**config.mk**
```make
export PLATFORM = sky130hd
export DESIGN_NAME = store_buffer_flat
export DESIGN_NICKNAME = d
export VERILOG_FILES = /design/src/rtl/store_buffer_if.sv /design/src/rtl/store_buffer.sv /design/src/flat_wrapper.sv
export SDC_FILE = /design/constraint.sdc
export NUM_CORES = 2
export LEC_CHECK = 0
export ABC_AREA = 0
export CAP_MARGIN = 20
export CORE_MARGIN = 4
export CORE_UTILIZATION = 60
export CTS_CLUSTER_SIZE = 24
export DETAILED_ROUTE_END_ITERATION = 6
export DONT_BUFFER_PORTS = 1
export HOLD_SLACK_MARGIN = 0.08
export PLACE_DENSITY = 0.85
export SETUP_SLACK_MARGIN = 0.4
export SLEW_MARGIN = 25
export SYNTH_ARGS = -nofsm -noshare
export SYNTH_HDL_FRONTEND = slang
export SYNTH_SLANG_ARGS = --single-unit
```
**constraint.sdc**
```tcl
create_clock -name clk -period 20.6 [get_ports clk]
set_input_delay 3.09 -clock clk [delete_from_list [all_inputs] [get_ports clk]]
set_output_delay 3.09 -clock clk [all_outputs]
set_load 0.05 [all_outputs]
```
**src/rtl/store_buffer_if.sv**
```systemverilog
// Store-buffer port bundle: pipeline store/load requests, memory write port, status.
// master = pipeline/memory side driving requests; slave = the store buffer itself.
interface store_buffer_if;
  logic        st_valid;
  logic [63:0] st_addr;
  logic [63:0] st_data;
  logic        st_ready;
  logic        ld_valid;
  logic [63:0] ld_addr;
  logic        ld_hit;
  logic [63:0] ld_data;
  logic        ld_conflict;
  logic        mem_busy;
  logic        flush;
  logic        mem_write;
  logic [63:0] mem_addr;
  logic [63:0] mem_wdata;
  logic        empty;
  logic        flush_done;

  modport master (
    output st_valid, st_addr, st_data, ld_valid, ld_addr, mem_busy, flush,
    input  st_ready, ld_hit, ld_data, ld_conflict, mem_write, mem_addr, mem_wdata,
           empty, flush_done
  );

  modport slave (
    input  st_valid, st_addr, st_data, ld_valid, ld_addr, mem_busy, flush,
    output st_ready, ld_hit, ld_data, ld_conflict, mem_write, mem_addr, mem_wdata,
           empty, flush_done
  );
endinterface

```
**src/rtl/store_buffer.sv**
```systemverilog
// In-order store buffer draining one doubleword per cycle to data memory, with load lookup.
// STORE_BUFFER_FWD_EN enables exact-address forwarding; otherwise any overlap is a conflict.
module store_buffer #(
  parameter int DEPTH = 4
) (
  input  logic            clk,
  input  logic            reset_n,
  store_buffer_if.slave   sb
);

  localparam int PW = $clog2(DEPTH);
  localparam int CW = PW + 1;

  typedef enum logic [1:0] {IDLE, DRAIN, FLUSH} state_t;

  state_t          state_q, state_d;
  logic [PW-1:0]   head_q, head_d;
  logic [PW-1:0]   tail_q, tail_d;
  logic [CW-1:0]   count_q, count_d;
  logic [DEPTH-1:0] vld_q, vld_d;
  logic [63:0]     addr_q [DEPTH];
  logic [63:0]     addr_d [DEPTH];
  logic [63:0]     data_q [DEPTH];
  logic [63:0]     data_d [DEPTH];

  logic            not_empty;
  logic            enq;
  logic            pop;
  logic            ovl;
  logic [PW-1:0]   idx;
`ifdef STORE_BUFFER_FWD_EN
  logic            fwd_hit;
  logic [63:0]     fwd_data;
`endif

  // st_ready is gated by reset_n so it reads 0 while reset is held
  assign not_empty     = (count_q != '0);
  assign sb.st_ready   = reset_n && (count_q < CW'(DEPTH)) && (state_q != FLUSH);
  assign enq           = sb.st_valid && sb.st_ready;
  assign sb.mem_write  = not_empty && !sb.mem_busy;
  assign pop           = sb.mem_write;
  assign sb.mem_addr   = not_empty ? addr_q[head_q] : '0;
  assign sb.mem_wdata  = not_empty ? data_q[head_q] : '0;
  assign sb.empty      = !not_empty;
  assign sb.flush_done = (state_q == FLUSH) && !not_empty;

  always_comb begin
    head_d  = head_q;
    tail_d  = tail_q;
    count_d = count_q;
    vld_d   = vld_q;
    addr_d  = addr_q;
    data_d  = data_q;
    // enq and pop never target the same slot: enq needs count<DEPTH, pop needs count>0
    if (enq) begin
      addr_d[tail_q] = sb.st_addr;
      data_d[tail_q] = sb.st_data;
      vld_d[tail_q]  = 1'b1;
      tail_d         = tail_q + 1'b1;
    end
    if (pop) begin
      vld_d[head_q] = 1'b0;
      head_d        = head_q + 1'b1;
    end
    case ({enq, pop})
      2'b10:   count_d = count_q + 1'b1;
      2'b01:   count_d = count_q - 1'b1;
      default: count_d = count_q;
    endcase
  end

  always_comb begin
    state_d = state_q;
    case (state_q)
      IDLE: begin
        if (sb.flush)    state_d = FLUSH;
        else if (enq)    state_d = DRAIN;
      end
      DRAIN: begin
        if (sb.flush)                                      state_d = FLUSH;
        else if (pop && !enq && count_q == CW'(1))         state_d = IDLE;
      end
      FLUSH: begin
        if (!not_empty)  state_d = IDLE;
      end
      default:           state_d = IDLE;
    endcase
  end

  // Walk oldest to youngest so the last exact match seen is the youngest store
  always_comb begin
    ovl = 1'b0;
    idx = head_q;
`ifdef STORE_BUFFER_FWD_EN
    fwd_hit  = 1'b0;
    fwd_data = '0;
`endif
    for (int i = 0; i < DEPTH; i++) begin
      idx = head_q + PW'(i);
      if ((CW'(i) < count_q) && vld_q[idx]) begin
        if ((addr_q[idx] + 64'd7 >= sb.ld_addr) && (sb.ld_addr + 64'd7 >= addr_q[idx]))
          ovl = 1'b1;
`ifdef STORE_BUFFER_FWD_EN
        if (addr_q[idx] == sb.ld_addr) begin
          fwd_hit  = 1'b1;
          fwd_data = data_q[idx];
        end
`endif
      end
    end
  end

`ifdef STORE_BUFFER_FWD_EN
  assign sb.ld_hit      = sb.ld_valid && fwd_hit;
  assign sb.ld_data     = (sb.ld_valid && fwd_hit) ? fwd_data : '0;
  assign sb.ld_conflict = sb.ld_valid && !fwd_hit && ovl;
`else
  assign sb.ld_hit      = 1'b0;
  assign sb.ld_data     = '0;
  assign sb.ld_conflict = sb.ld_valid && ovl;
`endif

  always_ff @(posedge clk or negedge reset_n) begin
    if (!reset_n) begin
      state_q <= IDLE;
      head_q  <= '0;
      tail_q  <= '0;
      count_q <= '0;
      vld_q   <= '0;
      for (int i = 0; i < DEPTH; i++) begin
        addr_q[i] <= '0;
        data_q[i] <= '0;
      end
    end else begin
      state_q <= state_d;
      head_q  <= head_d;
      tail_q  <= tail_d;
      count_q <= count_d;
      vld_q   <= vld_d;
      addr_q  <= addr_d;
      data_q  <= data_d;
    end
  end

endmodule

```
**src/flat_wrapper.sv**
```systemverilog
// flat-port wrapper written by rule: the top's interface ports become plain ports
module store_buffer_flat 
#(
  parameter int DEPTH = 4
)
  (clk, reset_n, sb_st_valid, sb_st_addr, sb_st_data, sb_ld_valid, sb_ld_addr, sb_mem_busy, sb_flush, sb_st_ready, sb_ld_hit, sb_ld_data, sb_ld_conflict, sb_mem_write, sb_mem_addr, sb_mem_wdata, sb_empty, sb_flush_done);
  store_buffer_if sb_i ();
  input  logic clk;
  input  logic reset_n;
  input wire logic [$bits(sb_i.st_valid)-1:0] sb_st_valid;
  input wire logic [$bits(sb_i.st_addr)-1:0] sb_st_addr;
  input wire logic [$bits(sb_i.st_data)-1:0] sb_st_data;
  input wire logic [$bits(sb_i.ld_valid)-1:0] sb_ld_valid;
  input wire logic [$bits(sb_i.ld_addr)-1:0] sb_ld_addr;
  input wire logic [$bits(sb_i.mem_busy)-1:0] sb_mem_busy;
  input wire logic [$bits(sb_i.flush)-1:0] sb_flush;
  output wire logic [$bits(sb_i.st_ready)-1:0] sb_st_ready;
  output wire logic [$bits(sb_i.ld_hit)-1:0] sb_ld_hit;
  output wire logic [$bits(sb_i.ld_data)-1:0] sb_ld_data;
  output wire logic [$bits(sb_i.ld_conflict)-1:0] sb_ld_conflict;
  output wire logic [$bits(sb_i.mem_write)-1:0] sb_mem_write;
  output wire logic [$bits(sb_i.mem_addr)-1:0] sb_mem_addr;
  output wire logic [$bits(sb_i.mem_wdata)-1:0] sb_mem_wdata;
  output wire logic [$bits(sb_i.empty)-1:0] sb_empty;
  output wire logic [$bits(sb_i.flush_done)-1:0] sb_flush_done;
  assign sb_i.st_valid = sb_st_valid;
  assign sb_i.st_addr = sb_st_addr;
  assign sb_i.st_data = sb_st_data;
  assign sb_i.ld_valid = sb_ld_valid;
  assign sb_i.ld_addr = sb_ld_addr;
  assign sb_i.mem_busy = sb_mem_busy;
  assign sb_i.flush = sb_flush;
  assign sb_st_ready = sb_i.st_ready;
  assign sb_ld_hit = sb_i.ld_hit;
  assign sb_ld_data = sb_i.ld_data;
  assign sb_ld_conflict = sb_i.ld_conflict;
  assign sb_mem_write = sb_i.mem_write;
  assign sb_mem_addr = sb_i.mem_addr;
  assign sb_mem_wdata = sb_i.mem_wdata;
  assign sb_empty = sb_i.empty;
  assign sb_flush_done = sb_i.flush_done;
  store_buffer #(.DEPTH(DEPTH)) u_core (.clk(clk), .reset_n(reset_n), .sb(sb_i));
endmodule
```
==> metrics <==
critical path capture point type primary output; chip height between 200 and 300 um; nets@finish 4936; clock latency on the worst-skew pair 0.66 ns; vias in the first global route 36.4k; largest net degree at the start of global routing 527; CTS Root Cell clkbuf_16; Num Clock Sinks roughly 530; placer congestion estimate 1.04; area grow syn2layout 5.51%; Fill cells 5668; Synth Area in Simple Gates 11.4%; hold crit path type reg2reg; vias per inst just under 7; post-synthesis compound-gate area fraction 6.03%; Hold EP u_core.state_q[0]$_DFFE_PN0P_; Worst Skew 0.0383 ns; WS Path Type reg2out; Synth top area share 28.2%; Final Util 64.3%; Post-synth ARST share 100%; Final Hold Vio Count 0; Final Routed Wirelength about 140000 um; Die ar. 0.0822 mm2; via count 36.1k; area leader, netlist dfrtp_1; Worst slew margin ~17%; Yosys cell types 77; mux share of post-synthesis cell area 28.6%; worst-margin pin slew 1.25 ns; GR Util All Layers 33.4%; Post-synth EDFFs 0; top post-synthesis cells by area dfrtp_1 28%, ha_1 14%, mux2_2 13%; run status finished, final reports clean; DR DRC count 0; reg2reg start u_core.state_q[0]$_DFFE_PN0P_; DP HPWL ~100000 um; final setup vio count 0; fraction of layout cells with a size suffix above 1 a little under a quarter; Max H-tree Level 2; grt ovf 0; die width approximately 290 um; row count 101; Post-Synth Adder-Cell Area 14.1%; met1 wire length 51100 um; RSZ-0062 raised after global routing no; Synth Warn # 0; post-route ant nets 0; IO Port Bufs 0; Worst Hold Launch u_core.state_q[1]$_DFFE_PN0P_; Hold Crit Depth 1; most common cell after layout, fill and taps aside mux2_2; Post-Syn Area per Cell about 11 um2; Worst EP arrival approximately 9.2 ns; Cell Area, Synth 0.0466 mm2; Tmin final ~12 ns; Slew Limit Fails 0; top routing layer used met4; CP Max Fanout 118; Synth Area in XOR/XNOR 5.86%; clock slew at reported path FFs 0.06 ns; total CTS buffers 60; Register Area 0.0131 mm2; first-pass GRT wire length approximately 210000 um; Cells after Synth 4282; largest family of logic cells by synthesized area multiplexers; setup TNS 0 ns; R2R Setup Slk about 17 ns; Startpoint Class register; Initial Util 61.0%; Final Non-Filler Cells 5298; top_reg_cell synth dfrtp_1; initial antenna violation count 5; reg2reg path depth 6; WL/cell 26.5 um; DP Cell Count 5180; sequential share of the synthesized area 28.2%; met3 routed WL 16200 um; Worst R2R End u_core.addr_q[129]$_DFFE_PN0P_; area of the multi-input gates ~0.031 mm2; initial DRC count 3934; most frequent cells in the layout 534 x mux2_2, 525 x ha_1, 523 x dfrtp_1; Clock Path Buffers 3; period utilization 59.7%; met2 wire length ~64000 um; drt first pass iters 6; Synth Register Bits approximately 530; CTS tree built; hold-fix buffers at CTS 0; Max Fclk 81.3 MHz; Post-CTS Setup Bufs 0; IO Pins 396; CORE AREA 0.0765 mm2; worst path required time 17.51 ns; MaxCap Viol Count 0; PostCTS Resize Cnt 0
==> cell families (layout without fill, tap and decap cells) <==
| group | after synthesis | in the layout |
|---|---|---|
| other | 1 | 75 |
| AO/OA/AOI/OAI | 464 | 464 |
| multiplexers | 868 | 868 |
| XOR/XNOR | 312 | 312 |
| flip-flops | 525 | 525 |
| buffers and inverters | 553 | 465 |
| AND/OR/NAND/NOR | 1033 | 1033 |
| adder cells (fa/ha/maj) | 526 | 526 |
==> through the flow <==
stage	hold WS (ns)	area, um2	worst slack (ns)
after floorplan	0.432	46900	9.56
final	0.466	49200	8.30
after detailed placement	0.461	47000	9.29
after global placement	0.445	47000	9.07
after CTS	0.468	49100	8.60
after global routing	0.480	49200	7.93
==> Yosys cell counts (43+ instances only) <==
library cell,number
inv_1,328
dfrtp_1,525
clkbuf_1,78
nor2_1,217
nand2_1,247
xnor2_1,305
mux2_2,534
a21oi_1,173
nor2b_1,84
o21ai_0,114
nor3_1,79
buf_4,84
a21o_1,43
ha_1,526
nand3_1,107
mux4_2,242
mux4_1,58
nand4_1,112
==> state kept, by name (all words and copies together), names as in the netlist <==
name / count
u_core.addr_q: 256
u_core.count_q: 3
u_core.data_q: 256
u_core.head_q: 2
u_core.state_q: 2
u_core.tail_q: 2
u_core.vld_q: 4
==> how the worst max path moves through the flow <==
stage	depth (start not counted)	to	startpoint	slack [ns]
final	20	sb_ld_conflict	u_core.head_q[1]$_DFFE_PN0P_	8.30
after global routing	20	sb_ld_conflict	u_core.head_q[1]$_DFFE_PN0P_	7.93
after CTS	20	sb_ld_conflict	u_core.head_q[1]$_DFFE_PN0P_	8.60
after detailed placement	20	sb_ld_conflict	u_core.head_q[1]$_DFFE_PN0P_	9.29
after global placement	18	sb_ld_conflict	sb_ld_addr[3]	9.07
after floorplan	35	sb_ld_conflict	u_core.head_q[1]$_DFFE_PN0P_	9.56
==> worst max-delay path: stages (launching register included) <==
cell and delay (ns):
dfrtp_4 0.81, inv_1 0.21, ha_4 0.62, buf_12 0.64, mux4_1 0.45, nand4_1 0.24
nor4_1 0.58, nand3_1 0.32, nor2_1 0.55, nand2_2 0.31, nor3_1 0.25, xnor2_1 0.16
ha_1 0.26, a21oi_1 0.13, o21ai_0 0.15, a221oi_1 0.32, o21ai_0 0.25, a2111oi_0 0.93
o2111ai_1 0.47, a32oi_1 0.36, o221ai_2 0.37
==> layout make-up <==
cell class | count | share of cell area, %
Multi-Input combinational cell | 3268 | 63.3
Sequential cell | 525 | 26.7
Clock buffer | 81 | 3.44
Tap cell | 1030 | 2.62
Inverter | 328 | 2.50
Clock inverter | 27 | 0.829
Timing Repair Buffer | 29 | 0.529
Antenna cell | 10 | 0.0509
==> layer usage <==
metal | vias up | global-route usage, %
met5 | - | 0
li1 | 15700 | -
met4 | 0 | 17.7
met1 | 17800 | 40.6
met3 | 537 | 10.5
met2 | 2112 | 53.4
Power is left out: the tool's default activity adds up to more than one toggle a clock period on the data nets, which glitch-free logic cannot reach.
